**src/rtl/cyc_12_alpha_decoder.sv**
```systemverilog
// PUCCH format-0 cyclic-shift decoder: peak search over 12 shift metrics, then mcs/HARQ-ACK recovery.
// Optional DTX detection is enabled by defining CYC12_DTX_DETECT_EN.
module cyc_12_alpha_decoder #(
  parameter int METRIC_W = 16
) (
  input  logic                clk,
  input  logic                rst_n,
  input  logic                i_start,
  input  logic [4:0]          i_base_alpha,
  input  logic [1:0]          i_nbits,
  input  logic                i_metric_valid,
  input  logic [METRIC_W-1:0] i_metric,
  input  logic [METRIC_W-1:0] i_dtx_threshold,
  output logic                o_ready,
  output logic                o_valid,
  output logic [3:0]          o_mcs,
  output logic [1:0]          o_harq,
  output logic [METRIC_W-1:0] o_peak,
  output logic                o_err,
  output logic                o_dtx
);

  // state   | meaning
  // IDLE    | waiting for i_start
  // COLLECT | accepting metrics k=0..11, tracking the peak
  // RESOLVE | peak index -> mcs -> HARQ bits, results registered
  // DONE    | o_valid strobe, then back to IDLE
  typedef enum logic [1:0] {IDLE, COLLECT, RESOLVE, DONE} state_t;

  state_t              state_q, state_d;
  logic [4:0]          base_q;
  logic [1:0]          nbits_q;
  logic [3:0]          cnt_q;
  logic [3:0]          pk_idx_q;
  logic [METRIC_W-1:0] peak_q;
  logic                accept;
  logic                cfg_bad;
  logic [4:0]          k_pk;
  logic [4:0]          mcs;
  logic [1:0]          harq;
  logic                err;
  logic                dtx;

  assign o_ready = (state_q == COLLECT);
  assign o_valid = (state_q == DONE);
  assign accept  = o_ready & i_metric_valid & ~i_start;

  always_comb begin
    state_d = state_q;
    if (i_start) begin
      state_d = COLLECT;
    end else begin
      case (state_q)
        IDLE:    state_d = IDLE;
        COLLECT: if (accept && cnt_q == 4'd11) state_d = RESOLVE;
        RESOLVE: state_d = DONE;
        DONE:    state_d = IDLE;
        default: state_d = IDLE;
      endcase
    end
  end

  always_ff @(posedge clk or negedge rst_n) begin
    if (!rst_n) state_q <= IDLE;
    else        state_q <= state_d;
  end

  always_ff @(posedge clk or negedge rst_n) begin
    if (!rst_n) begin
      base_q   <= '0;
      nbits_q  <= '0;
      cnt_q    <= '0;
      pk_idx_q <= '0;
      peak_q   <= '0;
    end else if (i_start) begin
      base_q   <= i_base_alpha;
      nbits_q  <= i_nbits;
      cnt_q    <= '0;
      pk_idx_q <= '0;
      peak_q   <= '0;
    end else if (accept) begin
      // first metric always loads so an all-zero symbol still has a defined peak
      if (cnt_q == 4'd0 || i_metric > peak_q) begin
        peak_q   <= i_metric;
        pk_idx_q <= cnt_q;
      end
      cnt_q <= (cnt_q == 4'd11) ? 4'd0 : cnt_q + 4'd1;
    end
  end

  assign k_pk    = {1'b0, pk_idx_q};
  assign mcs     = (k_pk >= base_q) ? (k_pk - base_q) : (k_pk + 5'd12 - base_q);
  assign cfg_bad = (base_q > 5'd11) || !(nbits_q == 2'd1 || nbits_q == 2'd2);

`ifdef CYC12_DTX_DETECT_EN
  assign dtx = (peak_q < i_dtx_threshold);
`else
  logic unused_dtx_threshold;
  assign unused_dtx_threshold = ^i_dtx_threshold;
  assign dtx = 1'b0;
`endif

  always_comb begin
    harq = 2'b00;
    err  = 1'b0;
    if (cfg_bad) begin
      err = 1'b1;
    end else if (nbits_q == 2'd1) begin
      case (mcs)
        5'd0:    harq = 2'b00;
        5'd6:    harq = 2'b01;
        default: err  = 1'b1;
      endcase
    end else begin
      case (mcs)
        5'd0:    harq = 2'b00;
        5'd3:    harq = 2'b01;
        5'd6:    harq = 2'b11;
        5'd9:    harq = 2'b10;
        default: err  = 1'b1;
      endcase
    end
    // no transmission detected: nothing to decode, so no error either
    if (dtx) begin
      harq = 2'b00;
      err  = 1'b0;
    end
  end

  always_ff @(posedge clk or negedge rst_n) begin
    if (!rst_n) begin
      o_mcs  <= '0;
      o_harq <= '0;
      o_peak <= '0;
      o_err  <= 1'b0;
      o_dtx  <= 1'b0;
    end else if (state_q == RESOLVE && !i_start) begin
      o_mcs  <= mcs[3:0];
      o_harq <= harq;
      o_peak <= peak_q;
      o_err  <= err;
      o_dtx  <= dtx;
    end
  end

endmodule

```
**config.mk**
```make
export PLATFORM = sky130hd
export DESIGN_NAME = cyc_12_alpha_decoder
export DESIGN_NICKNAME = d
export VERILOG_FILES = /design/src/rtl/cyc_12_alpha_decoder.sv
export SDC_FILE = /design/constraint.sdc
export NUM_CORES = 1
export LEC_CHECK = 0
export BUFFER_PORTS_ARGS = -buffer_cell sky130_fd_sc_hd__buf_2
export CORE_UTILIZATION = 60
export DETAILED_ROUTE_END_ITERATION = 7
export PLACE_DENSITY = 0.86
export SETUP_SLACK_MARGIN = 0.4
export SYNTH_ARGS = -nofsm -noshare
export SYNTH_HDL_FRONTEND = slang
export SYNTH_SLANG_ARGS = --single-unit
```
**constraint.sdc**
```tcl
create_clock -name clk -period 3.5 [get_ports clk]
set_input_delay 0.525 -clock clk [delete_from_list [all_inputs] [get_ports clk]]
set_output_delay 0.525 -clock clk [all_outputs]
set_load 0.05 [all_outputs]
```
==> impl_metrics.tcl, run 1 <==
set metrics [dict create \
    outcome "finished, final reports clean" \
    ios 69 \
    synth_top_area_frac 0.395 \
    vdd_drop_max_uv 437 \
    end_kind "register" \
    clock_latency_ns 0.32 \
    p_comb_frac 0.469 \
    fillers 452 \
    dp_slack_ns 0.911 \
    cts_tree "done" \
    finalMaxSlewViolations 0 \
    cellLeakagePower_nw 1.96 \
    max-cap-violations 0 \
    die_y_um 78.9 \
    portBuffers 51 \
    multi_input_area_um2 1870 \
    rsz0062_at_grt "false" \
    drc 0 \
    yosysWarnings 0 \
    power.density_nw_per_um2 601 \
    synth_cell_types 53 \
    ctsHtreeMaxLevel 2 \
    syn_inst 379 \
    hold_buffers 0 \
    grt_pass1_vias 2777 \
    gp_congestion 0.863 \
    fin_util 0.696 \
    slowest_delay_ns 0.47 \
    clockPowerShare 0.159 \
    grt.overflow.total 0 \
    wl_per_cell_um 16.1 \
    synth-main-ff-cell "dfrtp_1" \
    p_sw_w 0.00110 \
    layout-drive-gt1-share 0.184 \
    syn_to_final_growth_pct 10.1 \
    drt_wl_total_um 7950 \
    ys_top_cells_by_count "dfrtp_1, inv_1, nand2_1, ha_1, o21ai_0" \
    antenna_found_initial 0 \
    dp_hpwl_um 5700 \
    nets 500 \
    antenna_left 0 \
    max-clock-path-buffers 2 \
    fin_crit_ns 2.64 \
    worst_path_max_delay_cell "ha_1" \
    synthArstFlopShare 1.00 \
    syn_nets 457 \
    critPathRequiredTime_ns 3.71 \
    cp_top_family "compound AO/OA/AOI/OAI gates" \
    cts.clk_slew.worst_paths_ns 0.11 \
    clockRootBuffer "clkbuf_8" \
    drt_iter0_drc 267 \
    sw_frac_of_total 0.468 \
    synth_edf_count 0 \
    timing.rr.end "o_err" \
    yosysTopAreaCell "dfrtp_1" \
    seqCellArea_um2 1400 \
    core_area_um2 5610 \
    seqPwrFrac 0.372 \
    syn_area_um2 3540 \
    final-setup-viol-count 0 \
    grt_use_total 0.272 \
    cp_cell_sequence "inv_1 -> ha_1 -> inv_1 -> ha_1 -> a21o_1 -> a21oi_1 -> xor2_1 -> o211ai_1 -> nor2_1 -> a222oi_1" \
    critPathBufInv 2 \
    clock_skew_ns 0.00897 \
    setup_ws_ns 0.861 \
    rows 27 \
    synth.ff_latch_count 56 \
    ys_seq_area_frac 0.395 \
    synth_most_common_cell "dfrtp_1" \
    synth_area_leaders "dfrtp_1, ha_1, a211o_1" \
    grt_pass1_wl_um 13300 \
    fmax_ghz 0.379 \
    die-area_um2 6220 \
    crit_path_max_fanout 7 \
    start_util 0.632 \
    fin_setup_tns_ns 0 \
    die_x_um 78.9 \
    cp.depth 10 \
    crit_end "o_err" \
    criticalPathCategory "register to register" \
    tightest_slew_ns 0.785 \
    startpoint "base_q[2]" \
    cp-start-kind "register" \
    postCtsSetupBuffers 0 \
    reg2reg_depth 10 \
    slew_headroom 0.476 \
    clock_sinks 56 \
    holdWs_ns 0.275 \
    cp.arrival_ns 2.85 \
    post_cts_resized 0 \
    syn_avg_cell_area_um2 9.35 \
    firstDrtPassIters 5 \
    final.period_utilization 0.754 \
    grt_max_degree 58 \
    timing.rr.start "base_q[2]" \
    hold_path.class "primary input to asynchronous set/reset pin" \
    cts_buffers 5 \
    r2r_setup_slack_ns 0.86 \
    vias_per_cell 6.07 \
    p_int_w 0.00125 \
    hold_violations 0 \
    antenna_cells 0 \
    vias 3003 \
]
layout make-up:
| cell class | count | area share |
|---|---|---|
| inverter | 36 | 0.0346 |
| multi-input combinational | 264 | 0.479 |
| tap | 72 | 0.0231 |
| clock buffer | 5 | 0.0176 |
| sequential | 56 | 0.359 |
| timing repair buffer | 59 | 0.0808 |
| clock inverter | 3 | 0.00577 |
worst min path at each step:
stage,from,end,slack [ns],depth (start not counted)
floorplan,rst_n,base_q[0],0.23,0
global placement,o_peak[15],o_peak[15],0.46,2
detailed placement,o_peak[6],o_peak[6],0.47,2
CTS,rst_n,o_harq[0],0.31,1
global route,rst_n,o_harq[0],0.32,1
finish,rst_n,o_harq[0],0.28,1
state kept, by name, summed over array words and instances (netlist names):
signal	flops
cnt_q	4
state_q	2
peak_q	16
o_mcs	4
o_err	1
nbits_q	2
o_peak	16
pk_idx_q	4
base_q	5
o_harq	2
power groups by stage:
stage          sequential [W]  combinational (W)  clock (W)
2_1_floorplan         0.00117           0.000556          0
3_3_place_gp         0.000876            0.00105          0
3_5_place_dp         0.000886            0.00109          0
4_1_cts              0.000872            0.00110   0.000377
5_1_grt              0.000892            0.00120   0.000400
6_report             0.000872            0.00110   0.000374
cell usage in the layout (no fill, tap or decap), types with 2 or more instances in the layout:
cell and n:
nand2_1 35, o211ai_1 2, nor2_1 13, o21ai_0 25, o2bb2ai_1 2, nor3b_1 4, clkbuf_8 5, nand4_1 3
buf_2 51, a211o_1 18, a21oi_1 11, a21o_1 5, xnor2_1 2, buf_4 8, inv_1 36, or3_1 3
a211oi_1 3, fa_1 3, nor2b_1 5, nor3_1 19, and2_1 3, mux2_2 4, a22oi_1 2, a21boi_0 3
a31oi_1 18, ha_1 32, nand3_1 10, dfrtp_1 56, nand3b_1 16
metrics by stage:
stage / total power (W) / cell area, um2 / std cells
2_1_floorplan: 0.00172 / 3540 / 379
3_3_place_gp: 0.00193 / 3810 / 487
3_5_place_dp: 0.00198 / 3810 / 487
4_1_cts: 0.00234 / 3900 / 495
5_1_grt: 0.00249 / 3900 / 495
6_report: 0.00235 / 3900 / 495
per-layer routing:
| layer | global-route usage | vias up | wire, um |
|---|---|---|---|
| li1 | - | 1427 | - |
| met5 | 0 | - | 0 |
| met3 | 0.0471 | 12 | 610 |
| met1 | 0.370 | 1424 | 3440 |
| met2 | 0.446 | 140 | 3790 |
| met4 | 0.0818 | 0 | 105 |
cells by family (layout without fill, tap and decap cells):
family	Yosys count	count (layout)	synth area share
AO/OA/AOI/OAI	102	102	0.198
buffers and inverters	59	103	0.0787
adder cells (fa/ha/maj)	35	35	0.130
multiplexers	4	4	0.0127
AND/OR/NAND/NOR	119	119	0.177
flip-flops	56	56	0.395
other	1	1	0.00106
XOR/XNOR	3	3	0.00741
Power figures use the tool's default switching activity.
==> run 2, diff against run 1 <==
CORE_UTILIZATION = 56   (was 60)
PLACE_DENSITY = 0.81   (was 0.86)
clock period = 2.6 ns   (was 3.5 ns; I/O delays follow)
==> impl_metrics.tcl, run 2 (synthesis gave the netlist of run 1 again) <==
set metrics [dict create \
    final_cell_mix "dfrtp_1, buf_2, nand2_1" \
    final.period_utilization 0.919 \
    grt_max_degree 43 \
    fin_setup_tns_ns 0 \
    rsz0062_at_grt "true" \
    placed_cell_area_um2 3860 \
    max-clock-path-buffers 2 \
    antenna_found_initial 0 \
    cp-start-kind "register" \
    firstDrtPassIters 5 \
    die_x_um 81.6 \
    r2r_setup_slack_ns 0.21 \
    grt_use_total 0.256 \
    criticalPathCategory "register to register" \
    gp_congestion 0.862 \
    clockRootBuffer "clkbuf_8" \
    stdcell_count 523 \
    die-area_um2 6650 \
    drc 0 \
    hold_violations 0 \
    finalMaxSlewViolations 0 \
    tightest_slew_ns 0.707 \
    cts.clk_slew.worst_paths_ns 0.11 \
    syn_to_final_growth_pct 23.3 \
    design_area_um2 4370 \
    core_area_um2 6030 \
    fmax_ghz 0.418 \
    dp_cells 493 \
    power.density_nw_per_um2 776 \
    p_sw_w 0.00159 \
    reg2reg_depth 9 \
    grt.overflow.total 0 \
    crit_path_max_fanout 4 \
    vdd_drop_max_uv 676 \
    cp_top_family "compound AO/OA/AOI/OAI gates" \
    slowest_delay_ns 0.41 \
    p_int_w 0.00180 \
    antenna_left 0 \
    clock_skew_ns 0.00459 \
    fin_crit_ns 2.39 \
    cp.arrival_ns 2.61 \
    met3_usage 0.0544 \
    end_kind "register" \
    grt_pass1_vias 2803 \
    grt_pass1_wl_um 12900 \
    cp_cell_sequence "inv_1 -> ha_2 -> inv_2 -> fa_1 -> a211oi_1 -> nand3_1 -> o211ai_1 -> nor2_1 -> a222oi_1" \
    antenna_cells 0 \
    drt_wl_total_um 9770 \
    clock_latency_ns 0.32 \
    mostFrequentLayoutCell "dfrtp_1" \
    dp_hpwl_um 5660 \
    p_total_w 0.00339 \
    vias 3292 \
    clockPowerShare 0.149 \
    portBuffers 51 \
    clock_sinks 56 \
    sw_frac_of_total 0.469 \
    seqPwrFrac 0.350 \
    critPathBufInv 2 \
    cts_buffers 5 \
    drt_iter0_drc 326 \
    fin_util 0.725 \
    max-cap-violations 0 \
    nets 525 \
    cellLeakagePower_nw 2.12 \
    wl_per_cell_um 18.7 \
    layout-drive-gt1-share 0.313 \
    p_comb_frac 0.502 \
    final-setup-viol-count 0 \
    outcome "finished, final reports clean" \
    start_util 0.588 \
    hold_buffers 0 \
    critPathRequiredTime_ns 2.82 \
    use_met2 0.408 \
    timing.rr.start "pk_idx_q[0]" \
    use_met1 0.344 \
    die_y_um 81.6 \
    vias_per_cell 6.29 \
    rows 28 \
    slew_headroom 0.528 \
    largestRegisters "o_peak: 16 flops, peak_q: 16 flops, base_q: 5 flops" \
    hold_path.class "primary input to asynchronous set/reset pin" \
    cts_tree "done" \
    timing.rr.end "o_err" \
    ctsHtreeMaxLevel 2 \
    ios 69 \
    top_usage_layer "met2" \
    worst_path_max_delay_cell "fa_1" \
]
## run 2: cell types whose count changed in the layout (fill, tap and decap cells not counted), sizes merged
cell      before  now
buf           59   82
clkbuf         5    7
clkinv         2    1
clkinvlp       0    1
## run 2: timing repair
item / CTS / global route
gates cloned: 1 / 1
endpoints found under the setup margin: 17 / 23
pin swaps: 11 / 11
buffers inserted: 9 / 11
resized for setup: 15 / 31
## run 2: how the worst max path moves through the flow
stage / start / end / slack, ns / depth (start not counted)
after floorplan: base_q[2] / o_err / 0.40 / 7
after global placement: base_q[2] / o_err / 0.17 / 10
after detailed placement: base_q[2] / o_err / 0.10 / 10
after CTS: pk_idx_q[1] / o_err / 0.32 / 9
after global routing: pk_idx_q[0] / o_err / 0.02 / 9
final: pk_idx_q[0] / o_err / 0.21 / 9
## run 2: layout make-up
class	instances	area [um2]
flip-flops and latches	56	1400
fillers	431	1660
well taps	75	93.8
clock buffers	5	68.8
multi-input cells	264	2090
inverters	36	135
repair buffers	84	558
clock inverters	3	21.3
## run 2: routing by layer
metal  part of all wire  up-vias
met5                  0        -
met4              0.038        0
li1                   -     1478
met3              0.074       45
met2               0.48      193
met1               0.41     1576
## run 2: power groups by stage
| stage | Sequential, W | Clock [W] | Combinational (W) |
|---|---|---|---|
| floorplan | 0.00157 | 0 | 0.000751 |
| CTS | 0.00118 | 0.000507 | 0.00151 |
| global placement | 0.00118 | 0 | 0.00144 |
| finish | 0.00119 | 0.000505 | 0.00170 |
| global route | 0.00121 | 0.000541 | 0.00183 |
| detailed placement | 0.00120 | 0 | 0.00148 |
## run 2: metrics by stage
stage               hold slack (ns)  setup WS (ns)
floorplan                    0.0944          0.402
CTS                           0.133          0.317
global placement              0.457          0.170
global route                  0.154         0.0226
finish                       0.0998          0.210
detailed placement            0.465          0.102
## run 2: worst reg2reg max path, cell delays in order (launching register included)
cell	delay [ns]
dfrtp_1	0.39
inv_1	0.11
ha_2	0.21
inv_2	0.06
fa_1	0.41
a211oi_1	0.31
nand3_1	0.16
o211ai_1	0.22
nor2_1	0.10
a222oi_1	0.32
==> run 3, diff against run 2 <==
REMOVE_ABC_BUFFERS = 1   (was not set)
==> impl_metrics.tcl, run 3 (synthesis gave the netlist of run 1 again) <==
set metrics [dict create \
    end_kind "register" \
    sw_frac_of_total 0.462 \
    slowest_delay_ns 0.41 \
    cp_cell_sequence "inv_2 -> ha_4 -> nand4_1 -> nor4_4 -> inv_2 -> o31ai_4 -> buf_6 -> buf_4 -> a31oi_1 -> a211o_1" \
    die-area_um2 6650 \
    design_area_um2 4510 \
    fin_util 0.749 \
    rsz0062_at_grt "true" \
    clockRootBuffer "clkbuf_8" \
    vias_per_cell 6.20 \
    fmax_ghz 0.416 \
    ctsHtreeMaxLevel 2 \
    p_int_w 0.00187 \
    largestRegisters "o_peak: 16 flops, peak_q: 16 flops, base_q: 5 flops" \
    cts.clk_slew.worst_paths_ns 0.11 \
    clockPowerShare 0.150 \
    antenna_found_initial 0 \
    drt_iter0_drc 359 \
    wl_per_cell_um 17.9 \
    criticalPathCategory "register to register" \
    seqPwrFrac 0.340 \
    finalMaxSlewViolations 0 \
    vdd_drop_max_uv 521 \
    final-setup-viol-count 0 \
    mostFrequentLayoutCell "dfrtp_1" \
    setup_ws_ns 0.197 \
    grt.overflow.total 0 \
    grt_use_total 0.259 \
    final_cell_mix "dfrtp_1, buf_2, nand2_1" \
    grt_pass1_wl_um 13400 \
    cp_top_family "simple AND/OR/NAND/NOR gates" \
    nets 532 \
    start_util 0.588 \
    critPathRequiredTime_ns 2.81 \
    dp_slack_ns 0.165 \
    clock_latency_ns 0.32 \
    power.density_nw_per_um2 770 \
    crit_path_max_fanout 7 \
    grt_max_degree 43 \
    die_y_um 81.6 \
    final.period_utilization 0.924 \
    antenna_cells 0 \
    gp_congestion 0.840 \
    cellLeakagePower_nw 2.16 \
    syn_to_final_growth_pct 27.3 \
    crit_top_cell "inv_2" \
    cp-start-kind "register" \
    vias 3285 \
    placed_cell_area_um2 3850 \
    fin_crit_ns 2.40 \
    drt_wl_total_um 9470 \
    ios 69 \
    slew_headroom 0.565 \
    die_x_um 81.6 \
    grt_pass1_vias 3006 \
    firstDrtPassIters 5 \
    p_sw_w 0.00161 \
    drc 0 \
    rows 28 \
    cts_buffers 5 \
    max-cap-violations 0 \
    outcome "finished, final reports clean" \
    hold_buffers 0 \
    antenna_left 0 \
    dp_hpwl_um 5250 \
    hold_violations 0 \
    cp.arrival_ns 2.61 \
    p_comb_frac 0.511 \
    core_area_um2 6030 \
    cts_tree "done" \
    critPathBufInv 4 \
    worst_path_max_delay_cell "dfrtp_1" \
    max-clock-path-buffers 2 \
    portBuffers 51 \
    layout-drive-gt1-share 0.341 \
    hold_path.class "primary input to asynchronous set/reset pin" \
    tightest_slew_ns 0.652 \
    clock_skew_ns 0.00990 \
    clock_sinks 56 \
]
==> run 3: cell count changes in the layout (fill, tap and decap cells not counted), moves of 3 or more <==
cell and delta:
a31oi_1 -7, a31oi_2 +4, buf_6 +9, a31oi_4 +3
inv_1 +3, inv_2 -3
==> run 3: final cells by class <==
type,count,area (um2)
multi-input combinational,264,2190
inverter,36,135
tap,75,93.8
timing repair buffer,91,597
clock inverter,2,15.0
fill,393,1510
sequential,56,1400
clock buffer,6,82.6
==> run 3: path summary, 6_finish.rpt <==
| path | slack, ns | from | end | cells after the start |
|---|---|---|---|---|
| hold reg to reg | 0.48 | o_mcs[3] | o_mcs[3] | 2 |
| max in group asynchronous | 1.85 | rst_n | peak_q[2] | 2 |
| min in group clk | 0.28 | i_nbits[1] | nbits_q[1] | 3 |
| setup / recovery | 0.20 | peak_q[11] | pk_idx_q[1] | 10 |
| setup reg to reg | 0.20 | peak_q[11] | pk_idx_q[1] | 10 |
| hold / removal | 0.08 | rst_n | o_mcs[2] | 1 |
==> run 3: power by group through the flow <==
stage | registers, W | logic (W) | clock network, W
floorplan | 0.00157 | 0.000687 | 0
global placement | 0.00118 | 0.00142 | 0
detailed placement | 0.00119 | 0.00146 | 0
CTS | 0.00117 | 0.00153 | 0.000528
global route | 0.00121 | 0.00192 | 0.000558
finish | 0.00118 | 0.00178 | 0.000519
==> run 3: metrics by stage <==
step	power [W]	cells	hold slack, ns	setup TNS [ns]
floorplan	0.00226	356	0.0944	-6.89
global placement	0.00260	495	0.444	0
detailed placement	0.00265	495	0.452	0
CTS	0.00323	510	0.104	0
global route	0.00368	530	0.134	0
finish	0.00347	530	0.0845	0
==> run 3: metal layers <==
metal  up-vias  global-route usage  wire length, um
li1       1498                   -                -
met2       172               0.428             4590
met5         -                   0                0
met4         0              0.0911              263
met3        34              0.0378              624
met1      1581               0.346             3990
==> run 3: what timing repair did <==
item | in CTS | in global routing
gates resized for setup | 22 | 48
hold endpoints to repair | 0 | 0
setup endpoints to repair | 22 | 23
buffers inserted | 7 | 17
cloned | 0 | 3
pin swaps | 14 | 15
